**src/rtl/asrm_pkg.sv**
```systemverilog
// Shared asrm constants: request size codes, adapter FSM states and the
// effective-access-size helper used by the width adapter.
package asrm_pkg;

  typedef enum logic [1:0] {
    SZ_FULL = 2'b00,
    SZ_32   = 2'b01,
    SZ_16   = 2'b10,
    SZ_8    = 2'b11
  } size_e;

  typedef enum logic [2:0] {
    ST_IDLE,
    ST_RD,
    ST_CAP,
    ST_WR,
    ST_RESP
  } state_e;

  // Access size in bytes, clamped to the RAM word so oversize codes mean "full".
  function automatic logic [5:0] eff_bytes(input logic [1:0] size,
                                           input int unsigned word_bytes);
    logic [5:0] nb;
    case (size)
      SZ_32:   nb = 6'd4;
      SZ_16:   nb = 6'd2;
      SZ_8:    nb = 6'd1;
      default: nb = 6'(word_bytes);
    endcase
    if ({26'd0, nb} > word_bytes) nb = 6'(word_bytes);
    return nb;
  endfunction

endpackage

```
**src/rtl/asrm_mem_width_adapter_lane_merge.sv**
```systemverilog
// Little-endian lane extract/merge: pulls the addressed lanes of a word down
// to bit 0, and splices the low bytes of data into those lanes.
module asrm_lane_merge #(
  parameter int unsigned WORDSIZE = 16
) (
  input  logic [WORDSIZE-1:0] word,
  input  logic [WORDSIZE-1:0] data,
  input  logic [5:0]          offset,
  input  logic [5:0]          size,
  output logic [WORDSIZE-1:0] extracted,
  output logic [WORDSIZE-1:0] merged
);

  localparam logic [7:0] W_BITS = 8'(WORDSIZE);

  logic [7:0]          lane_sh;
  logic [7:0]          size_bits;
  logic [WORDSIZE-1:0] mask;

  always_comb begin
    lane_sh   = {offset[4:0], 3'b000};
    size_bits = {size[4:0], 3'b000};
    // Shift ones down rather than up so a full-width size never overflows.
    mask      = {WORDSIZE{1'b1}} >> (W_BITS - size_bits);
    extracted = (word >> lane_sh) & mask;
    merged    = (word & ~(mask << lane_sh)) | ((data & mask) << lane_sh);
  end

endmodule

```
**src/rtl/asrm_mem_width_adapter.sv**
```systemverilog
// CPU-to-RAM width adapter: sized byte-addressed loads/stores onto a
// word-wide RAM, with read-modify-write for narrow stores.
module asrm_mem_width_adapter
  import asrm_pkg::*;
#(
  parameter int unsigned WORDSIZE = 16,
  parameter int unsigned ADDR_W   = 16
) (
  input  logic                clk,
  input  logic                reset,
  input  logic                req_valid,
  input  logic                req_write,
  input  logic [ADDR_W-1:0]   req_addr,
  input  logic [1:0]          req_size,
  input  logic [WORDSIZE-1:0] req_wdata,
  output logic                req_ready,
  output logic                rsp_valid,
  output logic                rsp_err,
  output logic [WORDSIZE-1:0] rsp_rdata,
  output logic [5:0]          pop_offset,
  output logic                ram_en,
  output logic                ram_we,
  output logic [ADDR_W-1:0]   ram_addr,
  output logic [WORDSIZE-1:0] ram_wdata,
  input  logic [WORDSIZE-1:0] ram_rdata
);

  localparam int unsigned       WORD_BYTES = WORDSIZE / 8;
  localparam int unsigned       OFFS_W     = $clog2(WORD_BYTES);
  localparam logic [ADDR_W-1:0] OFFS_MASK  = ADDR_W'(WORD_BYTES - 1);
  localparam logic [5:0]        FULL_BYTES = 6'(WORD_BYTES);

  state_e              state_q, state_d;
  logic                write_q, write_d;
  logic                err_q, err_d;
  logic [5:0]          offs_q, offs_d;
  logic [5:0]          size_q, size_d;
  logic [WORDSIZE-1:0] wdata_q, wdata_d;
  logic [WORDSIZE-1:0] word_q, word_d;
  logic [WORDSIZE-1:0] rsp_rdata_q, rsp_rdata_d;
  logic [ADDR_W-1:0]   word_addr_q, word_addr_d;

  logic [5:0]          req_bytes;
  logic [5:0]          req_offs;
  logic                req_misaligned;
  logic [WORDSIZE-1:0] lane_word, lane_ext, lane_merged;

  always_comb begin
    req_bytes      = eff_bytes(req_size, WORD_BYTES);
    req_offs       = 6'(req_addr & OFFS_MASK);
    req_misaligned = (req_offs & (req_bytes - 6'd1)) != '0;
    // In CAP the RAM word is live on ram_rdata; afterwards it sits in word_q.
    lane_word      = (state_q == ST_CAP) ? ram_rdata : word_q;
  end

  asrm_lane_merge #(
    .WORDSIZE(WORDSIZE)
  ) u_lane (
    .word     (lane_word),
    .data     (wdata_q),
    .offset   (offs_q),
    .size     (size_q),
    .extracted(lane_ext),
    .merged   (lane_merged)
  );

  always_comb begin
    state_d     = state_q;
    write_d     = write_q;
    err_d       = err_q;
    offs_d      = offs_q;
    size_d      = size_q;
    wdata_d     = wdata_q;
    word_d      = word_q;
    rsp_rdata_d = rsp_rdata_q;
    word_addr_d = word_addr_q;
    case (state_q)
      ST_IDLE: begin
        if (req_valid) begin
          write_d     = req_write;
          err_d       = req_misaligned;
          offs_d      = req_offs;
          size_d      = req_bytes;
          wdata_d     = req_wdata;
          word_addr_d = req_addr >> OFFS_W;
          if (req_misaligned) begin
            state_d     = ST_RESP;
            rsp_rdata_d = '0;
          end else if (req_write && (req_bytes == FULL_BYTES)) begin
            state_d = ST_WR;
          end else begin
            state_d = ST_RD;
          end
        end
      end
      ST_RD:  state_d = ST_CAP;
      ST_CAP: begin
        word_d = ram_rdata;
        if (write_q) begin
          state_d = ST_WR;
        end else begin
          state_d     = ST_RESP;
          rsp_rdata_d = lane_ext;
        end
      end
      ST_WR: begin
        state_d     = ST_RESP;
        rsp_rdata_d = '0;
      end
      ST_RESP: state_d = ST_IDLE;
      default: state_d = ST_IDLE;
    endcase
  end

  always_ff @(posedge clk) begin
    if (reset) begin
      state_q     <= ST_IDLE;
      write_q     <= 1'b0;
      err_q       <= 1'b0;
      offs_q      <= '0;
      size_q      <= '0;
      wdata_q     <= '0;
      word_q      <= '0;
      rsp_rdata_q <= '0;
      word_addr_q <= '0;
    end else begin
      state_q     <= state_d;
      write_q     <= write_d;
      err_q       <= err_d;
      offs_q      <= offs_d;
      size_q      <= size_d;
      wdata_q     <= wdata_d;
      word_q      <= word_d;
      rsp_rdata_q <= rsp_rdata_d;
      word_addr_q <= word_addr_d;
    end
  end

  // A full-width store merges under an all-ones mask, so it is just wdata.
  always_comb begin
    req_ready  = (state_q == ST_IDLE);
    rsp_valid  = (state_q == ST_RESP);
    rsp_err    = (state_q == ST_RESP) && err_q;
    rsp_rdata  = rsp_rdata_q;
    pop_offset = req_bytes;
    ram_en     = (state_q == ST_RD) || (state_q == ST_WR);
    ram_we     = (state_q == ST_WR);
    ram_addr   = word_addr_q;
    ram_wdata  = (state_q == ST_WR) ? lane_merged : '0;
  end

endmodule

```
**config.mk**
```make
export PLATFORM = sky130hd
export DESIGN_NAME = asrm_mem_width_adapter
export DESIGN_NICKNAME = d
export VERILOG_FILES = /design/src/rtl/asrm_pkg.sv /design/src/rtl/asrm_mem_width_adapter_lane_merge.sv /design/src/rtl/asrm_mem_width_adapter.sv
export SDC_FILE = /design/constraint.sdc
export NUM_CORES = 1
export LEC_CHECK = 0
export CAP_MARGIN = 20
export CORE_ASPECT_RATIO = 0.7
export CORE_MARGIN = 10
export CORE_UTILIZATION = 47
export DETAILED_ROUTE_END_ITERATION = 10
export GPL_ROUTABILITY_DRIVEN = 0
export GPL_TIMING_DRIVEN = 0
export PLACE_DENSITY = 0.94
export SLEW_MARGIN = 20
export SYNTH_ARGS = -nofsm -noshare
export SYNTH_HDL_FRONTEND = slang
export SYNTH_SLANG_ARGS = --single-unit
```
**constraint.sdc**
```tcl
create_clock -name clk -period 3.4 [get_ports clk]
set_input_delay 0.51 -clock clk [delete_from_list [all_inputs] [get_ports clk]]
set_output_delay 0.51 -clock clk [all_outputs]
set_load 0.03 [all_outputs]
```
==> reports/metrics.csv <==
stage,metric,value,unit
power_and_ir_drop,powerDensity,479,mW/mm^2
sta,worst_slew_margin_rel,0.596,
clocking,clock-root-buffer,clkbuf_8,
setup_path,critPathArrivalTime,2.80,ns
drt,num_vias,2948,
setup_path,cp-end-kind,output pin,
synthesis,synth_compound_area_frac,0.194,
sta,hold_viol_final,0,
clocking,postCtsSetupBuffers,0,
setup_path,timing.reg2reg.setup_slack,1.32,ns
drt,drt_first_iter_violations,264,
place,dp_hpwl,7500,um
clocking,cts.sinks,72,
place,io_buffers,107,
setup_path,r2r_start,size_q[0],
global_route,gr-total-overflow,0,
setup_path,crit_type,reg2out,
synthesis,synth_xor_area_frac,0,
min_path,hold_class,reg2reg,
synthesis,synth_flop_cell,dfxtp_1,
setup_path,timing.rr.end,rsp_rdata[7],
clocking,clk_pin_slew,0.08,ns
clocking,cts_max_level,3,
floorplanning,ioPinCount,113,
sta,final-setup-viol-count,0,
power_and_ir_drop,combPwrFrac,0.230,
setup_path,crit_end,ram_wdata[8],
floorplanning,rows,24,
power_and_ir_drop,worst_ir_drop_vdd,270,uV
synthesis,synth.avg_cell_area,8.82,um^2
setup_path,critPathLaunch,size_q[0],
sta,finClkSkew,0.00984,ns
sta,max_freq,0.303,GHz
setup_path,cp.required,2.89,ns
final_layout,fillerInstances,464,
floorplanning,core,0.00619,mm^2
final_layout,final_nets,514,
floorplanning,fp.dieW,115,um
synthesis,synth_top_family_by_area,simple AND/OR/NAND/NOR gates,
sta,maxSlewViolCount,0,
synthesis,synth.top_cells.by_area,"dfxtp_1 48%, nand2_1 9.1%, a21oi_1 6.2%",
drt,routed_wl,9910,um
sta,period_share,0.972,
power_and_ir_drop,total_power,2.10,mW
drt,ant_nets,0,
global_route,grt_max_degree,13,
power_and_ir_drop,swShare,0.301,
setup_path,reg2reg_depth,7,
floorplanning,start_util,0.481,
clocking,clk_latency,0.35,ns
sta,whs,0.455,ns
clocking,numCtsBuffers,9,
final_layout,synthToLayoutAreaGrowth,47.2,%
floorplanning,die_h,86.5,um
synthesis,synth_top_cell_by_area,dfxtp_1,
run_status,status,finished clean,
synthesis,yosysWarnings,0,
sta,fin_ws,0.0944,ns
drt,avgRoutedWirePerCell,18.3,um
power_and_ir_drop,switchingPower,632,uW
sta,finalCriticalPeriod,3.31,ns
drt,via_per_inst,5.44,
synthesis,yosys-mux-area-fraction,0.0539,
power_and_ir_drop,p_leak,1.90,nW
floorplanning,dieArea,0.00996,mm^2
drt,drc,0,
synthesis,synth-adder-area-share,0.00421,
synthesis,synthTopCellsByCount,"72 x dfxtp_1, 72 x nand2_1, 37 x a21oi_1, 28 x nor2_1, 16 x mux2i_1",
synthesis,synth_top_area_share,0.485,
synthesis,synth_cell_types,37,
synthesis,ys_ff_latch,72,
synthesis,syn_inst,337,
global_route,track_usage,0.190,
drt,drt_first_pass_iters,5,
setup_path,worst-path-max-fanout,10,
min_path,min_path_cells,2,
place,preCtsSetupSlack,0.115,ns
power_and_ir_drop,p_clk_frac,0.322,
synthesis,synth-simple-area-share,0.197,
clocking,postCtsHoldBufs,0,
global_route,grt_pass1_vias,2909,
synthesis,synth_edf_count,0,
global_route,antenna_found_initial,0,
run,maxCapViolCount,0,
final_layout,final_core_util,0.708,
final_layout,diodes,0,
power_and_ir_drop,p_seq_frac,0.448,
clocking,clock_path_buffers,2,
synthesis,ys_seq_area_frac,0.485,
synthesis,async_reset_ff_frac,0,
clocking,cts_tree,built,
sta,tightest_slew,0.605,ns
global_route,grt_pass1_wl,15000,um
final_layout,drive_gt1_frac,0.0970,
synthesis,syn_area,0.00297,mm^2
setup_path,start_kind,flop,
power_and_ir_drop,p_int,1.47,mW
placed cells by master (no fill, tap or decap), drive strengths merged, types with 9 or more instances in the layout:
cell	instances
clkbuf	25
nand2	72
clkdlybuf4s50	91
dlymetal6s2s	12
a21oi	38
and3	10
buf	18
nor2	28
a22oi	9
dfxtp	72
mux2i	16
power by group through the flow:
stage	clock network [mW]	registers, mW	logic (mW)
after floorplan	0	0.984	0.252
after global placement	0	0.953	0.457
after detailed placement	0	0.956	0.471
after CTS	0.683	0.937	0.474
after global routing	0.717	0.945	0.522
final	0.676	0.940	0.482
worst min path at each step:
stage,start,end,slack (ns)
final,ram_addr[1],ram_addr[1],0.46
after global routing,ram_addr[9],ram_addr[9],0.48
after CTS,ram_addr[1],ram_addr[1],0.46
after detailed placement,ram_addr[1],ram_addr[1],0.45
after global placement,ram_addr[1],ram_addr[1],0.44
after floorplan,err_q,err_q,0.43
worst max-delay path: stages (launching register included):
cell and delay (ns):
dfxtp_1 0.36, ha_1 0.29, nor2b_1 0.26, and3_1 0.20, clkbuf_1 0.25, clkbuf_2 0.30, a22oi_1 0.12, o22ai_1 0.23
dlygate4sd2_1 0.43
routing by layer:
layer / routed length, um / part of all wire / track usage
met5: 0 / 0 / 0
met4: 151 / 0.015 / 0.0538
met3: 1240 / 0.13 / 0.0973
met2: 4410 / 0.45 / 0.291
met1: 4100 / 0.41 / 0.230
timing repair:
item | CTS | global route
cloned | 0 | 0
setup endpoints to repair | 10 | 12
gates resized for setup | 6 | 19
sequential cells by signal (all words and copies together) (netlist names):
name / cells
err_q: 1
offs_q: 1
ram_addr: 15
rsp_rdata: 16
size_q: 3
state_q: 3
wdata_q: 16
word_q: 16
write_q: 1
final cells by class:
cell class,count,area [um^2],share of cell area
sequential,72,1440,0.329
multi-input combinational,235,1360,0.311
timing repair buffer,107,1080,0.248
buffer,29,174,0.0397
clock buffer,11,141,0.0323
tap,78,97.6,0.0223
clock inverter,5,56.3,0.0129
inverter,5,18.8,0.00429
per-stage QoR:
stage	instances	cell area, um^2	TNS (ns)
4_1_cts	542	4350	-0.250
2_1_floorplan	341	2990	0
3_3_place_gp	526	4160	0
6_report	542	4380	0
3_5_place_dp	526	4160	0
5_1_grt	542	4380	-0.0425
logic make-up (layout without fill, tap and decap cells):
group	Yosys count	in the layout
AOI/OAI and AO/OA	84	84
other	1	5
buffers and inverters	34	157
adders and majority gates	1	1
muxes	16	16
and+or+nand+nor	129	129
DFF	72	72
Note: power is estimated with default switching activity, not from simulation.
